`config.mk`:
```
export PLATFORM = sky130hd
export DESIGN_NAME = reset_sequencer
export DESIGN_NICKNAME = d
export VERILOG_FILES = /design/src/rtl/reset_sequencer.sv
export SDC_FILE = /design/constraint.sdc
export NUM_CORES = 1
export LEC_CHECK = 0
export BUFFER_PORTS_ARGS = -buffer_cell sky130_fd_sc_hd__buf_2
export CAP_MARGIN = 20
export CELL_PAD_IN_SITES_DETAIL_PLACEMENT = 1
export CELL_PAD_IN_SITES_GLOBAL_PLACEMENT = 1
export CORE_MARGIN = 1.5
export CORE_UTILIZATION = 45
export CTS_BUF_LIST = sky130_fd_sc_hd__clkbuf_4 sky130_fd_sc_hd__clkbuf_8
export DETAILED_ROUTE_END_ITERATION = 10
export GPL_ROUTABILITY_DRIVEN = 0
export HOLD_SLACK_MARGIN = 0.02
export PLACE_DENSITY_LB_ADDON = 0.12
export SYNTH_ARGS = -nofsm -noshare
export SYNTH_HDL_FRONTEND = slang
export SYNTH_SLANG_ARGS = --single-unit
```
`constraint.sdc`:
```
create_clock -name clk -period 3.06 [get_ports clk]
set_input_delay 0 -clock clk [delete_from_list [all_inputs] [get_ports clk]]
set_output_delay 0 -clock clk [all_outputs]
set_load 0.02 [all_outputs]
```
`src/rtl/reset_sequencer.sv`:
```
// Holds every reset domain for a fixed time, then releases the domains one at a
// time in index order. Each release waits for that stage's ready acknowledge.
//
//   state   | meaning
//   --------+-------------------------------------------------------------
//   S_HOLD  | all stages in reset, counting HOLD_CYCLES
//   S_WAIT  | stage k released, waiting for stage_ready[k] (bounded)
//   S_GAP   | stage k acknowledged, idling GAP_CYCLES before releasing k+1
//   S_DONE  | every stage released and acknowledged
//   S_ERROR | stage k never acknowledged; stages k.. held in reset
module reset_sequencer #(
  parameter int NUM_STAGES     = 4,
  parameter int HOLD_CYCLES    = 85,
  parameter int GAP_CYCLES     = 16,
  parameter int TIMEOUT_CYCLES = 1024,
  localparam int K_W = (NUM_STAGES > 1) ? $clog2(NUM_STAGES) : 1
) (
  input  logic                  clk,
  input  logic                  reset,
  input  logic                  soft_reset_req,
  input  logic [NUM_STAGES-1:0] stage_ready,
  output logic [NUM_STAGES-1:0] stage_reset,
  output logic                  busy,
  output logic                  all_done,
  output logic                  timeout_err,
  output logic [K_W-1:0]        err_stage
);

  localparam int CNT_MAX_HG = (HOLD_CYCLES > GAP_CYCLES) ? HOLD_CYCLES : GAP_CYCLES;
  localparam int CNT_MAX    = (CNT_MAX_HG > TIMEOUT_CYCLES) ? CNT_MAX_HG : TIMEOUT_CYCLES;
  localparam int CNT_W      = $clog2(CNT_MAX + 1);

  localparam logic [CNT_W-1:0] HOLD_LAST = CNT_W'(HOLD_CYCLES - 1);
  localparam logic [CNT_W-1:0] TO_LAST   = CNT_W'(TIMEOUT_CYCLES - 1);
  localparam logic [CNT_W-1:0] GAP_LAST  = CNT_W'((GAP_CYCLES > 0) ? GAP_CYCLES - 1 : 0);
  localparam logic [K_W-1:0]   LAST_K    = K_W'(NUM_STAGES - 1);

  typedef enum logic [2:0] {S_HOLD, S_WAIT, S_GAP, S_DONE, S_ERROR} state_t;

  state_t                  state, state_nxt;
  logic [CNT_W-1:0]        cnt, cnt_nxt;
  logic [K_W-1:0]          k, k_nxt;
  logic [K_W:0]            rel_nxt;
  logic [NUM_STAGES-1:0]   stage_reset_nxt;

  always_comb begin
    state_nxt = state;
    cnt_nxt   = cnt;
    k_nxt     = k;
    case (state)
      S_HOLD: begin
        if (cnt == HOLD_LAST) begin
          state_nxt = S_WAIT;
          cnt_nxt   = '0;
          k_nxt     = '0;
        end else begin
          cnt_nxt = cnt + 1'b1;
        end
      end
      S_WAIT: begin
        // Ready wins over a timeout expiring on the same edge.
        if (stage_ready[k]) begin
          cnt_nxt = '0;
          if (k == LAST_K) state_nxt = S_DONE;
          else if (GAP_CYCLES == 0) k_nxt = k + 1'b1;
          else state_nxt = S_GAP;
        end else if (cnt == TO_LAST) begin
          state_nxt = S_ERROR;
        end else begin
          cnt_nxt = cnt + 1'b1;
        end
      end
      S_GAP: begin
        if (cnt == GAP_LAST) begin
          state_nxt = S_WAIT;
          cnt_nxt   = '0;
          k_nxt     = k + 1'b1;
        end else begin
          cnt_nxt = cnt + 1'b1;
        end
      end
      default: ;
    endcase
  end

  // Outputs derive from the number of released stages, so they stay thermometer-coded.
  always_comb begin
    case (state_nxt)
      S_HOLD:        rel_nxt = '0;
      S_WAIT, S_GAP: rel_nxt = {1'b0, k_nxt} + 1'b1;
      S_DONE:        rel_nxt = (K_W+1)'(NUM_STAGES);
      default:       rel_nxt = {1'b0, k_nxt};
    endcase
    stage_reset_nxt = '1;
    for (int j = 0; j < NUM_STAGES; j++) begin
      stage_reset_nxt[j] = ((K_W+1)'(j) >= rel_nxt);
    end
  end

  always_ff @(posedge clk) begin
    if (reset || soft_reset_req) begin
      state       <= S_HOLD;
      cnt         <= '0;
      k           <= '0;
      stage_reset <= '1;
      busy        <= 1'b1;
      all_done    <= 1'b0;
      timeout_err <= 1'b0;
      err_stage   <= '0;
    end else begin
      state       <= state_nxt;
      cnt         <= cnt_nxt;
      k           <= k_nxt;
      stage_reset <= stage_reset_nxt;
      busy        <= (state_nxt != S_DONE) && (state_nxt != S_ERROR);
      all_done    <= (state_nxt == S_DONE);
      timeout_err <= (state_nxt == S_ERROR);
      err_stage   <= (state_nxt == S_ERROR) ? k_nxt : '0;
    end
  end

endmodule

```
==> summary.md <==
| Metric | Value |
|---|---|
| Status | completed |
| Ports | 16 |
| Die Area | 3120 sq um |
| Nets | 175 |
| Post-DRT Antenna Nets | 0 |
| Vias in the first global route | ~1100 |
| Max-slew headroom | 60.4% |
| Post-DP HPWL | about 2.3 mm |
| Syn Area/Cell | roughly 9 sq um |
| RSZ-0062 raised after global routing | false |
| Overflow after GRT | 0 |
| Synth Register Bits | 25 |
| Total Routed Length | approximately 3.1 mm |
| Post-Layout Cell Count | 193 |
| Highest Signal Layer | met4 |
| CP required | approximately 3300 ps |
| CTS tree | done |
| FILL cells | 328 |
| Slew Limit Fails | 0 |
| Core area | 2570 sq um |
| Leak | between 0.6 and 0.7 nW |
| Number of synthesized flops with an enable pin | 0 |
| Clk root buf | clkbuf_4 |
| Worst skew pair latency | 320 ps |
| Layout cells sized above 1 | a little under a quarter |
| Crit path DAT | 3220 ps |
| Mapped Nets | 151 |
| WS Path Type | register to register |
| WL met3 | 96 um |
| Synthesis-to-finish area growth | 15.3% |
| Die Wd | between 50 and 60 um |
| Met1 WL | 1.45 mm |
| Setup violations, final | 0 |
| Share of power burned in registers | between 60 and 70% |
| Sw Share | 22.1% |
| ANT cells | 0 |
| Max Fclk | 338 MHz |
| Comb power frac | 4.3% |
| DR iter-0 viols | 48 |
| Final Cycle Share | 96.6% |
| Critical Path Start Type | register |
| DRC viols | 0 |
| Register area share after synthesis | 39.8% |
| Clock transition at path regs | 140 ps |
| DR WL met2 | 1.57 mm |
| Gate Count Post-Synth | 140 |
| Initial antenna violation count | 0 |
| Final hold vios | 0 |
| Largest fanout on the critical path | 6 |
| Worst Hold Class | input port to register |
| Setup TNS | 0 ps |
| Sw Pwr | between 0.0001 and 0.00015 W |
| Int Power | 0.000398 W |
| Period minus WS final | 2960 ps |
| Max Cap Viol | 0 |
| Clock power frac | a little under a third |
| IO buf count | 15 |
| DR vias/cell | 5.78 |
| Utilization after layout | 56.5% |
| Synth Cell Area | 1260 sq um |
| First-pass GRT wire length | 5.14 mm |
| First-pass DRT Iterations | 4 |
| P per Cell Area | between 300 and 400 nW/um^2 |
| Slew @ Worst Pin | 590 ps |
| Placed cell count | 182 |
| Die Height | 55.9 um |
| Pin count of the biggest net entering global routing | 14 |
| H-tree Lvls | 1 |
| Starting Density | 49.0% |
| Share of flip-flops with an asynchronous set or reset | 0% |
| Worst setup EP type | register |
| Vias | roughly 1100 |
| VDD IR max | 0.314 mV |
| Clock skew | 2.96 ps |
| Wire per inst | 16.3 um |
| GRT Total Usage | just over 20% |
| CTS buffer count | 3 |
| Bufs on Longest Clock Path | 2 |
| Synth warnings | 0 |
| Top FF cell, synth | dfxtp_1 |
| # rows | 18 |
| Unique masters post-synth | 43 |
| Clock sinks | 25 |
-- metal layers --
layer | vias to the layer above | GRT usage, %
li1 | 547 | -
met1 | 544 | 28.2
met2 | 22 | 33.5
met3 | 3 | 3.26
met4 | 0 | 6.80
met5 | - | 0
-- critical path: stages, from the launching register on --
cell and delay, ps:
dfxtp_1 400, ha_1 230, nand3_2 150, or4_4 490, a2111o_1 530, mux2i_4 220
inv_1 100, ha_1 340, nor3_1 200, o21ai_1 90, a21oi_1 150
-- sequential cells by signal, indices dropped and copies added, names as in the netlist --
register	flops
cnt	11
stage_reset	4
state	3
err_stage	2
k	2
all_done	1
busy	1
timeout_err	1
-- cell type report --
cell class | count | area (sq um) | share of cell area, %
sequential | 25 | 502 | 34.6
multi-input combinational | 104 | 712 | 49.1
clock buffer | 4 | 30.0 | 2.07
timing repair buffer | 23 | 143 | 9.84
inverter | 7 | 26.3 | 1.81
tap | 30 | 37.5 | 2.59
-- cell usage after synthesis, types with 2 or more instances --
cell type  number  area (sq um)
nor4_1          4          25.0
xor2_1          4          35.0
nand3_1         3          15.0
nor3_1          6          30.0
o31ai_1         3          22.5
dfxtp_1        25           500
and2_1          2          12.5
nor2b_1         3          18.8
xnor2_1         6          52.6
o21ai_1         4          20.0
nand2_1        10          37.5
a21oi_1         8          40.0
buf_2           3          15.0
nor2_1         18          67.6
inv_1           6          22.5
nand4_1         5          31.3
ha_1            4          50.1
-- stage by stage --
step                total power (W)  worst slack (ps)  area (sq um)  hold slack, ps
finish                     0.000511               103          1450             504
global route               0.000533              7.65          1450             553
CTS                        0.000514              51.3          1420             509
detailed placement         0.000354              88.9          1360             303
global placement           0.000353               288          1360             298
floorplan                  0.000346               397          1260             181
-- worst paths after layout --
check                        end            from  depth (start not counted)  slack (ps)
hold / removal      err_stage[1]  stage_ready[0]                          5         500
setup reg to reg  stage_reset[0]          cnt[1]                         10         100
hold reg to reg           cnt[1]          cnt[1]                          2         520
setup / recovery  stage_reset[0]          cnt[1]                         10         100
-- cell usage in the layout (no fill, tap or decap), types with 2 or more instances in the layout --
cell type | netlist | layout
clkbuf_4 | 0 | 4
nor3_1 | 6 | 6
nand2_1 | 10 | 10
buf_4 | 0 | 5
nor2_1 | 18 | 18
nor2b_1 | 3 | 3
o21ai_1 | 4 | 4
xnor2_1 | 6 | 6
nand3_1 | 3 | 3
nand4_1 | 5 | 5
and2_1 | 2 | 2
buf_2 | 3 | 15
nor4_1 | 4 | 4
inv_1 | 6 | 6
dlygate4sd3_1 | 0 | 3
a21oi_1 | 8 | 8
o31ai_1 | 3 | 3
dfxtp_1 | 25 | 24
ha_1 | 4 | 4
xor2_1 | 4 | 4
-- power by group through the flow --
stage	Clock [W]	Combinational [W]	Sequential, W
3_5_place_dp	0	0.0000188	0.000336
4_1_cts	0.000163	0.0000217	0.000328
6_report	0.000160	0.0000221	0.000328
2_1_floorplan	0	0.0000107	0.000335
3_3_place_gp	0	0.0000173	0.000335
5_1_grt	0.000180	0.0000245	0.000329
-- cell families after synthesis --
| kind of cell | Yosys count | share of synthesized area [%] |
|---|---|---|
| AO/OA/AOI/OAI | 24 | 13.9 |
| XOR/XNOR | 10 | 6.96 |
| adder cells (fa/ha/maj) | 4 | 3.98 |
| buffers and inverters | 11 | 3.58 |
| flip-flops | 25 | 39.8 |
| multiplexers | 2 | 3.58 |
| AND/OR/NAND/NOR | 64 | 28.2 |
-- timing repair --
item                                    in CTS  in global routing
buffers inserted                             0                  4
endpoints found under the setup margin       0                  3
resized for setup                            0                  1
hold endpoints to repair                     4                  0
hold buffers                                 3                  0
(Power assumes the default switching activity.)
